[src/rtl/mux_stream_sel.sv]
// rtl/mux_stream_sel.sv - registered NCH:1 stream mux, fixed-select or round-robin grant
// Optional illegal-select sticky flag built only when MUX_SEL_CHECK_EN is defined.
module mux_stream_sel #(
    parameter int NCH  = 3,
    parameter int W    = 16,
    parameter int SELW = 2
) (
    input  logic               clk,
    input  logic               reset,
    input  logic [NCH*W-1:0]   in_data,
    input  logic [NCH-1:0]     in_valid,
    output logic [NCH-1:0]     in_ready,
    input  logic               mode,
    input  logic [SELW-1:0]    sel,
    output logic [W-1:0]       out_data,
    output logic               out_valid,
    input  logic               out_ready,
    output logic [SELW-1:0]    out_ch,
    output logic               sel_err
);

    logic [SELW-1:0] rr_ptr;
    logic [SELW-1:0] grant;
    logic            grant_ok;
    logic            sel_legal;
    logic            load_en;
    logic            xfer;
    logic [SELW:0]   idx;
    logic [W-1:0]    grant_data;

    assign sel_legal = ({1'b0, sel} < (SELW+1)'(NCH));
    assign load_en   = !out_valid || out_ready;

    // Reverse search so the lowest offset from rr_ptr wins.
    always_comb begin
        grant    = '0;
        grant_ok = 1'b0;
        idx      = '0;
        if (!mode) begin
            if (sel_legal) begin
                grant    = sel;
                grant_ok = 1'b1;
            end
        end else begin
            for (int k = NCH - 1; k >= 0; k--) begin
                idx = {1'b0, rr_ptr} + (SELW+1)'(k);
                if (idx >= (SELW+1)'(NCH)) begin
                    idx = idx - (SELW+1)'(NCH);
                end
                if (in_valid[idx[SELW-1:0]]) begin
                    grant    = idx[SELW-1:0];
                    grant_ok = 1'b1;
                end
            end
        end
    end

    always_comb begin
        in_ready = '0;
        for (int i = 0; i < NCH; i++) begin
            in_ready[i] = !reset && load_en && grant_ok && (grant == SELW'(i));
        end
    end

    assign grant_data = in_data[int'(grant)*W +: W];
    assign xfer       = load_en && grant_ok && in_valid[grant];

    always_ff @(posedge clk) begin
        if (reset) begin
            out_valid <= 1'b0;
            out_data  <= '0;
            out_ch    <= '0;
            rr_ptr    <= '0;
        end else if (xfer) begin
            out_valid <= 1'b1;
            out_data  <= grant_data;
            out_ch    <= grant;
            if (mode) begin
                rr_ptr <= (grant == SELW'(NCH - 1)) ? '0 : grant + 1'b1;
            end
        end else if (out_ready) begin
            out_valid <= 1'b0;
        end
    end

`ifdef MUX_SEL_CHECK_EN
    always_ff @(posedge clk) begin
        if (reset) begin
            sel_err <= 1'b0;
        end else if (!mode && !sel_legal) begin
            sel_err <= 1'b1;
        end
    end
`else
    assign sel_err = 1'b0;
`endif

endmodule

[config.mk]
export PLATFORM = sky130hd
export DESIGN_NAME = mux_stream_sel
export DESIGN_NICKNAME = d
export VERILOG_FILES = /design/src/rtl/mux_stream_sel.sv
export SDC_FILE = /design/constraint.sdc
export NUM_CORES = 1
export LEC_CHECK = 0
export ABC_CLOCK_PERIOD_IN_PS = 2600
export BUFFER_PORTS_ARGS = -buffer_cell sky130_fd_sc_hd__clkbuf_2
export CORE_MARGIN = 2
export CORE_UTILIZATION = 43
export CTS_CLUSTER_SIZE = 25
export DETAILED_ROUTE_END_ITERATION = 10
export GPL_TIMING_DRIVEN = 1
export HOLD_SLACK_MARGIN = 0.06
export PLACE_DENSITY_LB_ADDON = 0.05
export RECOVER_POWER = 50
export SYNTH_ARGS = -nofsm -noshare
export SYNTH_HDL_FRONTEND = slang
export SYNTH_SLANG_ARGS = --single-unit
[constraint.sdc]
create_clock -name clk -period 2.6 [get_ports clk]
set_input_delay 0.13 -clock clk [delete_from_list [all_inputs] [get_ports clk]]
set_output_delay 0.13 -clock clk [all_outputs]
set_load 0.03 [all_outputs]
## Word-level counts from Yosys, hierarchy flattened

Cells that the tools add are included.

- Add/sub/neg operators: 6
- Magnitude comparators: 8
- Equal/unequal tests: 2
- Shift operators: 1
- Muxes and demuxes: 27
- Reductions and logical operators: 13

Operators by type and width:

| operator | count |
|---|---|
| 48-bit by 7-bit variable part select with 16-bit output | 1 |
| 2-bit two-way mux | 12 |
| 2-bit by 3-bit less-than comparator with 1-bit output (second input constant) | 4 |
| 1-bit two-way mux | 11 |
| 1-bit binary-select mux with 2-bit select | 4 |
| 1-bit logical AND | 7 |
| 3-bit by 2-bit greater-or-equal comparator with 1-bit output (second input constant) | 2 |
| 2-bit subtractor (second input constant) | 3 |
| 2-bit by 1-bit adder with 3-bit output (second input constant) | 1 |
| 2-bit by 2-bit adder with 3-bit output (second input constant) | 1 |
| 2-bit by 1-bit adder with 2-bit output (second input constant) | 1 |
| 2-bit by 1-bit equality test with 1-bit output (second input constant) | 1 |
| 2-bit equality test (second input constant) | 1 |
| 2-bit greater-or-equal comparator (second input constant) | 1 |
| 1-bit zero test | 2 |
| 2-bit zero test | 1 |
| 2-bit less-than comparator (second input constant) | 1 |
| 2-bit AND reduction | 1 |
| 2-bit nonzero test | 1 |
| 1-bit logical OR | 1 |

- Register bits after elaboration: 21
- Input port bits: 57
- Logic and storage cells: 61

## Depth between registers and ports, before layout

Gate-level depths: netlist of the first run.

- Word-level depth: 14
- Mapped depth: 13
- Mapped depth without buffers: 8

## Worst setup path after synthesis of the first run

No wires, ideal clock.

- Path kind: flip-flop to output port
- From: register rr_ptr[0]
- To: output in_ready[1]
- Data arrival time: 2.554 ns
- Data required time: 2.470 ns
- Setup slack: -0.084 ns
- Stages on the path, launching flop included: 12
- Cells stage by stage: dfxtp_1 -> inv_1 -> ha_1 -> nor2b_1 -> o21bai_1 -> a211o_1 -> buf_6 -> and2_4 -> buf_6 -> clkbuf_1 -> nand2_1 -> nor3_1

- Cells in the longest elaborated chain, start to end: 12

Ends and longest elaborated chain:

| what | RTL line | RTL |
|---|---|---|
| from (decl) | 22 | `logic [SELW-1:0] rr_ptr;` |
| from (signal assigned) | 79 | `rr_ptr <= (grant == SELW'(NCH - 1)) ? '0 : grant + 1'b1;` |
| 2-bit by 2-bit adder with 3-bit output | 46 | `idx = {1'b0, rr_ptr} + (SELW+1)'(k);` |
| 3-bit by 2-bit greater-or-equal comparator with 1-bit output / 2-bit subtractor (equally long branches) | 47, 48 |  |
| 2-bit two-way mux | 47 | `if (idx >= (SELW+1)'(NCH)) begin` |
| 2-bit two-way mux | 39 | `if (!mode) begin` |
| 1-bit binary-select mux with 2-bit select | 50 | `if (in_valid[idx[SELW-1:0]]) begin` |
| 1-bit two-way mux (not written as such) | 50 |  |
| 2-bit two-way mux / 1-bit two-way mux (equally long branches) (3 in series) | 50 |  |
| 2-bit two-way mux / 1-bit two-way mux (equally long branches) | 39 |  |
| 2-bit by 1-bit equality test with 1-bit output / 1-bit logical AND (equally long branches) | 61 | `in_ready[i] = !reset && load_en && grant_ok && (grant == SELW'(i));` |
| 1-bit logical AND * | 61 |  |
| to (decl) | 12 | `output logic [NCH-1:0] in_ready,` |

Mark *: on every way between the ends. The rest lies on a longest branch, timed or not. The select of a mux whose other input is x is not followed.

## Worst setup path in the final report of the first run

- From: register rr_ptr[0]
- To: output in_ready[2]

- Cells in the longest elaborated chain, start to end: 12

Ends and longest elaborated chain:

| what | RTL line |
|---|---|
| 2-bit by 2-bit adder with 3-bit output | 46 |
| 3-bit by 2-bit greater-or-equal comparator with 1-bit output / 2-bit subtractor (equally long branches) | 47, 48 |
| 2-bit two-way mux | 47 |
| 2-bit two-way mux | 39 |
| 1-bit binary-select mux with 2-bit select | 50 |
| 1-bit two-way mux (not written as such) | 50 |
| 2-bit two-way mux / 1-bit two-way mux (equally long branches) (3 in series) | 50 |
| 2-bit two-way mux / 1-bit two-way mux (equally long branches) | 39 |
| 2-bit equality test / 1-bit logical AND (equally long branches) | 61 |
| 1-bit logical AND * | 61 |

Marked as above.

==> key figures, run 1 <==
STA
  • Tcrit/Tclk final: 96.8%
  • Setup TNS: 0 ns
  • Setup violations, final: 0
  • Layout Skew: about 0.0013 ns
  • Final setup margin: 0.0824 ns
  • Count of final hold-check violations: 0
  • Fin. max-slew vios: 0
  • Fmax: 397 MHz
  • Final worst path period need: 2.52 ns

Finish
  • Share of cells above drive strength 1: about 28%
  • Filler cell count: approximately 400
  • Non-Filler Instances: 333
  • Net count, final: 346
  • Design area: roughly 0.0022 mm2
  • Layout area overhead: 25.8%
  • N_diodes: 0

Floorplanning
  • Die Wd: 67.0 um
  • Core area: 0.00374 mm2
  • Row cnt: 22
  • IO Count: 80
  • Die H: 67.0 um
  • Die Area: 0.00450 mm2
  • Initial Util: 45.7%

Clocking
  • Root Driver: clkbuf_8
  • Clock-pin slew on the worst setup and hold paths: 0.08 ns
  • CTS tree: yes
  • Max H-tree Level: 1
  • Hold-fix buffers at CTS: 0
  • Num CTS Buffers: 3
  • Clock sinks: 21
  • Worst-Skew Late Latency: roughly 0.25 ns
  • Clock Tree Buf Depth: 2
  • Post-CTS setup buffers: 0

Route
  • TritonRoute pass-1 iters: 4
  • Routed via count: 1865
  • Routed Antenna Nets: 0
  • Average wire per standard cell: ~15 um
  • Routed wire length: 4940 um
  • # DRC: 0
  • DRT iter0 DRCs: 120
  • Vias per Instance: 5.60

Critical path
  • CP required: 2.47 ns
  • R2R Path End: out_data[8]
  • CP arrival: 2.39 ns
  • Reg2Reg Setup Slack: 0.23 ns
  • RR Startpoint: rr_ptr[0]
  • Crit path max fanout: 8
  • FF-to-FF path depth: 9
  • Critical path startpoint category: register
  • Setup crit end kind: output pin
  • CP Class: reg2out

GRT
  • GRT Total Usage: between 20% and 30%
  • M2 GR Usage: 36.8%
  • Met1 usage: between 30% and 40%
  • Grt peak-use layer: met2
  • Initial antenna violation count: 0
  • GRT met3 Usage: 2.36%
  • Pin count of the biggest net entering global routing: 38
  • First-pass GRT wire length: 7870 um
  • Vias in the first global route: 1689
  • GR Overflow Total: 0

Logic synthesis
  • Area share of the largest cell type after synthesis: 24.6%
  • Main synth FF type: dfxtp_1
  • Mapped Cells: 215
  • Number of synthesized flops with an enable pin: 0
  • Sequential share of the synthesized area: 24.6%
  • Async set-reset flop share out of synthesis: 0%
  • Syn avg cell area: 7.95 um2
  • Synth Register Bits: 21
  • Synth unique cells: 41
  • Synth area leaders: dfxtp_1 (25%), mux2i_1 (12%), a311o_1 (9.4%)
  • Yosys top cell by area: dfxtp_1
  • Syn. warnings: 0
  • Mapped Area: approximately 0.0017 mm2
  • Net Count, Synth: 275

Power
  • Overall Power: 1.14 mW
  • Pleak: 0.929 nW
  • PwrDens: 530 mW/mm2
  • Worst VDD drop: 305 uV

Placed design
  • Setup WS pre-CTS: 0.194 ns
  • Post-DP HPWL: 3580 um
  • IO buf count: 78
  • Dpl cells: 329
  • Final estimated routing congestion in global placement: 0.817
  • Dpl cell area: 0.00210 mm2

Worst hold path
  • Min-Delay Path Depth: 3
  • Hold_sp: out_ready
  • Worst hold path endpoint: out_valid
  • Hold Crit Class: in2reg

Outcome
  • Outcome: finished, final reports clean

Run
  • Max-Cap Viols: 0
how the worst max path moves through the flow:
stage,cells past startpoint,startpoint,slack [ns],endpoint
6_report,8,rr_ptr[0],0.08,in_ready[2]
5_1_grt,8,rr_ptr[0],-0.05,in_ready[2]
4_1_cts,10,rr_ptr[0],0.07,in_ready[1]
3_5_place_dp,9,rr_ptr[0],0.19,out_data[11]
3_3_place_gp,10,rr_ptr[0],0.28,in_ready[1]
2_1_floorplan,11,rr_ptr[0],0.14,in_ready[0]
state kept, by name, summed over array words and instances (netlist names):
name and count:
out_ch 2, out_valid 1, rr_ptr 2, out_data 16
metrics by stage:
stage               hold WS (ns)  utilization (%)
floorplan                  0.374                -
global placement           0.465             56.1
detailed placement         0.470             56.1
CTS                        0.226             57.6
global route               0.266             57.5
finish                     0.247             57.5
power breakdown:
group | switching (mW) | leakage (nW) | internal [mW] | total, mW
logic | 0.326 | 0.731 | 0.206 | 0.532
registers | 0.0283 | 0.173 | 0.370 | 0.398
clock network | 0.104 | 0.0255 | 0.107 | 0.210
synth_stat cells (4+ instances only):
library cell,count
nand4_1,4
mux2i_1,20
o21ai_1,4
nand2b_1,19
nor2b_1,6
a311o_1,16
nand2_1,8
o21ai_0,17
buf_6,4
dfxtp_1,21
inv_1,4
clkbuf_1,12
nand3_1,22
nor2_1,4
a21oi_1,22
critical path, stage by stage (launching register included):
cell      delay [ns]
dfxtp_1         0.33
inv_1           0.12
ha_4            0.20
mux2_1          0.35
a222oi_1        0.34
nand4_1         0.20
and4b_1         0.25
and2_1          0.17
clkbuf_4        0.18
routing by layer:
metal	vias to the layer above	part of all wire [%]
li1	939	-
met1	851	45
met2	73	48
met3	2	6.3
met4	0	0.47
met5	-	0
final cells by class:
class / instances / area [um2] / area share (%)
clock buffer: 3 / 41.3 / 1.92
clock inverter: 1 / 5.00 / 0.233
inverter: 5 / 18.8 / 0.873
multi-input combinational: 167 / 1150 / 53.6
sequential: 21 / 420 / 19.5
tap: 48 / 60.1 / 2.79
timing repair buffer: 88 / 453 / 21.1
repair_timing:
item	CTS	global route
endpoints found under the setup margin	2	3
gates resized for setup	3	6
gates cloned	0	0
pin swaps	0	1
cell usage in the layout (no fill, tap or decap), types with 2 or more instances in the layout:
cell / n
clkbuf_4: 2
buf_4: 10
nand3_1: 22
a311o_1: 16
o21ai_1: 4
a211o_1: 2
dfxtp_1: 21
nand4_1: 4
o21ai_0: 17
clkbuf_1: 19
nand2b_1: 19
a21oi_1: 22
nor2_1: 4
clkbuf_8: 3
and2_1: 2
nor2b_1: 6
clkbuf_2: 56
nand2_1: 8
inv_1: 4
mux2i_1: 20
cell families (layout without fill, tap and decap cells):
group,after synthesis,after routing,synth area share [%]
AO/OA/AOI/OAI,68,68,27.0
adder cells (fa/ha/maj),3,3,2.20
buffers and inverters,27,97,9.15
flip-flops,21,21,24.6
multiplexers,21,21,12.4
other,1,1,0.219
AND/OR/NAND/NOR,74,74,24.5
No activity file was read; power rests on OpenSTA's default activity.
==> run 2: changes to the inputs <==
BUFFER_PORTS_ARGS = -buffer_cell sky130_fd_sc_hd__buf_2   (was -buffer_cell sky130_fd_sc_hd__clkbuf_2)
==> run 2 against run 1 <==
  * Sequential cell count stayed put
  * Cell area is 0.12% higher
  * First-iteration DRC count is 54% higher
  * Global-route usage is 0.48 points lower
  * Worst setup slack better by 0.055 ns
  * Die area stayed put
  * Non-clock buffer count is 1 higher
  * Power is 0.22% higher
  * Critical path depth stayed put
  * Sequential share of layout area hardly changed
  * Utilization is 0.067 points higher
  * Critical endpoint unchanged
  * Largest power group unchanged
==> key figures, run 2 (same netlist as run 1, synthesis figures left out) <==
Outcome
  • Outcome: finished, final reports clean

Critical path
  • Worst path buffer plus inverter count: 2 (unchanged)
  • Critical path, cell by cell: inv_1, ha_4, mux2_1, a222oi_1, nand4_1, and4b_1, and2_1, buf_2
  • Critical path startpoint category: register
  • Setup crit end kind: output pin
  • CP arrival: 2.33 ns (-0.06 ns)
  • Crit path max fanout: 8 (unchanged)
  • Delay-heaviest family, CP: simple AND/OR/NAND/NOR gates
  • RR Startpoint: rr_ptr[1]
  • FF-to-FF path depth: 9 (unchanged)
  • Critical path's slowest cell: mux2_1
  • Slowest cell delay on critical path: 0.35 ns (about the same)
  • CP required: 2.47 ns (about the same)
  • R2R Path End: out_ch[0]
  • Reg2Reg Setup Slack: 0.26 ns (+0.03 ns)
  • CP Class: reg2out

STA
  • Tcrit/Tclk final: 94.7% (-2.1 points)
  • Hold Slack: 0.229 ns (-0.0183 ns)
  • Unrepaired setup endpoints after global routing: no
  • Fin. max-slew vios: 0 (unchanged)
  • Final worst path period need: 2.46 ns (-0.0549 ns)
  • Fmax: 406 MHz (+2.2%)
  • Setup violations, final: 0 (unchanged)
  • Setup TNS: 0 ns (unchanged)
  • Count of final hold-check violations: 0 (unchanged)
  • Layout Skew: 0.00194 ns (+0.000597 ns)

Route
  • DRT iter0 DRCs: 185 (+54%)
  • Vias per Instance: 5.59 (-0.14%)
  • Routed wire length: 4900 um (-0.87%)
  • Average wire per standard cell: 14.7 um (-1.2%)
  • TritonRoute pass-1 iters: 4 (unchanged)
  • # DRC: 0 (unchanged)
  • Routed via count: 1868 (+0.16%)
  • Routed Antenna Nets: 0 (unchanged)

Finish
  • Most frequent cells in the layout: buf_2 (58), nand3_1 (22), a21oi_1 (22), dfxtp_1 (21), mux2i_1 (20)
  • Regs by FF count: out_data: 16 flops, out_ch: 2 flops, rr_ptr: 2 flops
  • Share of cells above drive strength 1: 28.7% (+0.25 points)
  • N_diodes: 0 (unchanged)
  • Reg with most FFs: out_data
  • Number of flip-flops under the largest register name: 16 (unchanged)
  • Layout area overhead: 26.0%
  • Most common cell after layout, fill and taps aside: buf_2
  • Net count, final: 347 (+0.29%)

Placed design
  • Post-DP HPWL: 3560 um (-0.56%)
  • IO buf count: 78 (unchanged)
  • Final estimated routing congestion in global placement: 0.827 (+1.3%)

Floorplanning
  • Die H: 67.0 um (unchanged)
  • IO Count: 80 (unchanged)
  • Die Area: 0.00450 mm2 (unchanged)
  • Die Wd: 67.0 um (unchanged)
  • Row cnt: 22 (unchanged)
  • Core area: 0.00374 mm2 (unchanged)
  • Initial Util: 45.7% (unchanged)

Worst hold path
  • Worst hold path endpoint: out_valid
  • Hold Crit Class: in2reg
  • Min-Delay Path Depth: 3 (unchanged)
  • Hold_sp: out_ready

GRT
  • First-pass GRT wire length: 7670 um (-2.5%)
  • Vias in the first global route: 1679 (-0.59%)
  • Pin count of the biggest net entering global routing: 33 (-13%)
  • GRT Total Usage: 22.1% (-0.48 points)
  • GR Overflow Total: 0 (unchanged)
  • Initial antenna violation count: 0 (unchanged)

Clocking
  • Clock Tree Buf Depth: 2 (unchanged)
  • Hold-fix buffers at CTS: 0 (unchanged)
  • Num CTS Buffers: 3 (unchanged)
  • Clock sinks: 21 (unchanged)
  • CTS tree: yes
  • Root Driver: clkbuf_8
  • Clock-pin slew on the worst setup and hold paths: 0.07 ns (about the same)
  • Max H-tree Level: 1 (unchanged)
  • Worst-Skew Late Latency: 0.26 ns (about the same)

Run
  • Max-Cap Viols: 0 (unchanged)

Power
  • Pleak: 0.922 nW (-0.74%)
  • PwrDens: 531 mW/mm2 (+0.10%)
  • Worst VDD drop: 302 uV (-0.91%)
[run 2: changes by cell type in the layout (fill, tap and decap cells not counted), sizes merged]
cell    previous run  this run
buf               11        70
clkbuf            80        22
[run 2: where the power goes]
group          leakage (nW)  internal [mW]  switching (mW)  total (mW)
Sequential            0.173          0.370          0.0284       0.398
Combinational         0.724          0.208           0.326       0.534
Clock                0.0255          0.107           0.104       0.211
Total                 0.922          0.684           0.459        1.14
[run 2: repair_timing]
action | 4_1_cts | 5_1_grt
endpoints found under the setup margin | 0 | 8
buffers inserted | 0 | 1
resized for setup | 0 | 6
[run 2: final cells by class]
type	instances	area (um2)
clock buffers	3	41.3
clock inverters	1	5.00
fillers	396	1590
inverters	5	18.8
multi-input cells	167	1150
flip-flops and latches	21	420
well taps	48	60.1
repair buffers	89	455
[run 2: worst max path at each step]
stage	from	to	slack, ns	depth (start not counted)
finish	rr_ptr[0]	in_ready[2]	0.14	8
floorplan	rr_ptr[0]	in_ready[0]	0.14	11
global route	rr_ptr[0]	in_ready[0]	0.0006	9
global placement	rr_ptr[0]	out_data[5]	0.29	9
CTS	rr_ptr[0]	in_ready[1]	0.01	10
detailed placement	rr_ptr[0]	out_data[7]	0.17	9
[run 2: per-layer routing]
| metal | wire [um] | GRT usage (%) | vias to the layer above |
|---|---|---|---|
| li1 | - | - | 940 |
| met1 | 2280 | 29.2 | 855 |
| met2 | 2270 | 35.8 | 71 |
| met3 | 326 | 3.21 | 2 |
| met4 | 22 | 8.93 | 0 |
| met5 | 0 | 0 | - |
[run 2: tightest hold or removal path: stages]
cell and delay [ns]:
buf_2 0.07, nand2b_1 0.16, a21oi_1 0.08
[run 2: per-stage QoR]
stage	utilization, %	worst slack (ns)	std cells	total power [mW]	instance area (um2)
CTS	57.4	0.0132	333	1.15	2150
global placement	56.1	0.286	329	0.937	2100
global route	57.5	0.000648	334	1.22	2150
finish	57.5	0.137	334	1.14	2150
floorplan	-	0.144	215	0.796	1710
detailed placement	56.1	0.169	329	0.938	2100
==> run 3: changes to the inputs <==
CORE_ASPECT_RATIO = 1.25   (was not set)
REMOVE_ABC_BUFFERS = 1   (was not set)
==> run 3 against run 2 <==
  * Clock skew rose by 0.0066 ns
  * Sequential share of layout area grew 0.20 points
  * Worst hold slack lost 0.0080 ns
  * Die area about the same
  * Cell count up 1.5%
  * Routed wire length is 2.9% lower
  * Via count up 1.2%
  * Sequential power barely moved
  * Power fell by 0.33%
  * Cell area shrank 0.41%
  * Critical endpoint unchanged
==> key figures, run 3 (same netlist as run 1, synthesis figures left out) <==
Route
  • Vias per Instance: 5.58 (-0.26%)
  • DRT iter0 DRCs: 134 (-28%)
  • Routed via count: 1891 (+1.2%)
  • Average wire per standard cell: 14.0 um (-4.4%)
  • Routed Antenna Nets: 0 (unchanged)
  • # DRC: 0 (unchanged)
  • TritonRoute pass-1 iters: 4 (unchanged)
  • Routed wire length: 4760 um (-2.9%)

Power
  • Worst VDD drop: 229 uV (-24%)
  • Overall Power: 1.14 mW (-0.33%)
  • PwrDens: 531 mW/mm2 (about the same)
  • Pleak: 0.915 nW (-0.78%)

Worst hold path
  • Min-Delay Path Depth: 3 (unchanged)
  • Hold_sp: out_ready
  • Worst hold path endpoint: out_valid
  • Hold Crit Class: in2reg

STA
  • Final worst path period need: 2.40 ns (-0.0626 ns)
  • Hold Slack: 0.221 ns (-0.00804 ns)
  • Unrepaired setup endpoints after global routing: no
  • Rel. slew slack: 61.6%
  • Final setup margin: 0.200 ns (+0.0626 ns)
  • Fin. max-slew vios: 0 (unchanged)
  • Slew @ Worst Pin: 0.576 ns
  • Fmax: 417 MHz (+2.6%)
  • Layout Skew: 0.00850 ns (+0.00655 ns)
  • Count of final hold-check violations: 0 (unchanged)
  • Tcrit/Tclk final: 92.3% (-2.4 points)
  • Setup violations, final: 0 (unchanged)

Clocking
  • Worst-Skew Late Latency: 0.26 ns (about the same)
  • Hold-fix buffers at CTS: 0 (unchanged)
  • CTS tree: yes
  • Clock sinks: 21 (unchanged)
  • Clock Tree Buf Depth: 2 (unchanged)
  • Num CTS Buffers: 3 (unchanged)
  • Clock-pin slew on the worst setup and hold paths: 0.08 ns (about the same)
  • Post-CTS setup buffers: 0 (unchanged)
  • Root Driver: clkbuf_8
  • Max H-tree Level: 1 (unchanged)

Floorplanning
  • Die Wd: 60.4 um (-9.9%)
  • Core area: 0.00378 mm2 (+1.1%)
  • Row cnt: 25 (+14%)
  • Die H: 74.5 um (+11%)
  • Initial Util: 45.2% (-0.50 points)
  • Die Area: 0.00450 mm2 (about the same)
  • IO Count: 80 (unchanged)

Critical path
  • Critical path, cell by cell: inv_2, ha_4, mux2_1, a222oi_1, nand4_1, and4b_1, and2_1, buf_2
  • FF-to-FF path depth: 9 (unchanged)
  • Reg2Reg Setup Slack: 0.36 ns (+0.10 ns)
  • Critical path startpoint category: register
  • Critical path's slowest cell: mux2_1
  • CP arrival: 2.27 ns (-0.06 ns)
  • CP Class: reg2out
  • Setup crit end kind: output pin
  • CP required: 2.47 ns (about the same)
  • Worst path buffer plus inverter count: 2 (unchanged)
  • Crit path max fanout: 8 (unchanged)
  • Delay-heaviest family, CP: simple AND/OR/NAND/NOR gates
  • RR Startpoint: rr_ptr[0]
  • R2R Path End: out_data[14]
  • Slowest cell delay on critical path: 0.35 ns (about the same)

Placed design
  • Post-DP HPWL: 3510 um (-1.4%)
  • IO buf count: 78 (unchanged)
  • Setup WS pre-CTS: 0.175 ns (+0.00545 ns)
  • Final estimated routing congestion in global placement: 0.878 (+6.2%)
  • Dpl cell area: 0.00210 mm2 (+0.12%)
  • Dpl cells: 335 (+1.8%)

Finish
  • Design area: 0.00214 mm2 (-0.41%)
  • Most frequent cells in the layout: buf_2 (59), nand3_1 (22), a21oi_1 (22), mux2i_1 (20)
  • Number of flip-flops under the largest register name: 16 (unchanged)
  • Non-Filler Instances: 339 (+1.5%)
  • Share of cells above drive strength 1: 29.1% (+0.45 points)
  • Layout area overhead: 25.5%
  • Reg with most FFs: out_data
  • Net count, final: 346 (-0.29%)
  • Regs by FF count: out_data: 16 flops, out_ch: 2 flops, rr_ptr: 2 flops
  • N_diodes: 0 (unchanged)
  • Most common cell after layout, fill and taps aside: buf_2

GRT
  • Pin count of the biggest net entering global routing: 39 (+18%)
  • GR Overflow Total: 0 (unchanged)
  • Initial antenna violation count: 0 (unchanged)
  • Vias in the first global route: 1658 (-1.3%)
  • First-pass GRT wire length: 7560 um (-1.5%)
  • GRT Total Usage: 21.8% (-0.37 points)

Outcome
  • Outcome: finished, final reports clean

Run
  • Max-Cap Viols: 0 (unchanged)
[run 3: cell count changes in the layout (fill, tap and decap cells not counted)]
cell	before	now
inv_1	4	3
nor3_1	0	1
buf_4	11	10
buf_6	1	0
inv_2	1	2
dfxtp_2	0	2
buf_2	58	59
nor3_2	1	0
dfxtp_1	21	19
[run 3: final cells by class]
class	count	area (um2)
Clock buffer	3	41.3
Sequential cell	21	423
Clock inverter	1	5.00
Fill cell	391	1640
Inverter	5	18.8
Tap cell	54	67.6
Timing Repair Buffer	88	442
Multi-Input combinational cell	167	1150
[run 3: power by group]
group	switching, mW	total [mW]	internal (mW)
clock network	0.106	0.213	0.107
registers	0.0268	0.397	0.370
logic	0.324	0.529	0.205
[run 3: worst register-to-register path, delay by kind of cell, from the launching register on]
kind                     cells  cell delay [ns]
buffers and inverters        2             0.30
AO/OA/AOI/OAI                2             0.45
flip-flops                   1             0.33
AND/OR/NAND/NOR              2             0.36
multiplexers                 2             0.55
adder cells (fa/ha/maj)      1             0.18
[run 3: layer usage]
metal / global-route usage, % / vias to the layer above / share of wire, %
met3: 3.65 / 6 / 7.4
met4: 6.42 / 0 / 1.1
li1: - / 935 / -
met5: 0 / - / 0
met1: 29.0 / 872 / 43
met2: 35.7 / 78 / 48
[run 3: worst max path at each step]
stage / depth (start not counted) / startpoint / slack (ns) / to
after floorplan: 8 / rr_ptr[0] / -0.25 / out_data[0]
after global placement: 9 / rr_ptr[0] / 0.23 / out_data[11]
after detailed placement: 9 / rr_ptr[0] / 0.17 / out_data[3]
after CTS: 8 / rr_ptr[0] / 0.04 / in_ready[2]
after global routing: 8 / rr_ptr[0] / 0.01 / in_ready[2]
final: 8 / rr_ptr[0] / 0.20 / in_ready[2]
[run 3: timing repair]
| item | in CTS | in global routing |
|---|---|---|
| endpoints found under the setup margin | 0 | 19 |
| hold endpoints to repair | 0 | 0 |
| gates resized for setup | 0 | 6 |
[run 3: per-stage QoR]
stage / utilization, % / setup TNS, ns
global placement: 55.6 / 0
floorplan: - / -4.53
finish: 56.7 / 0
global route: 56.7 / 0
CTS: 56.8 / 0
detailed placement: 55.6 / 0
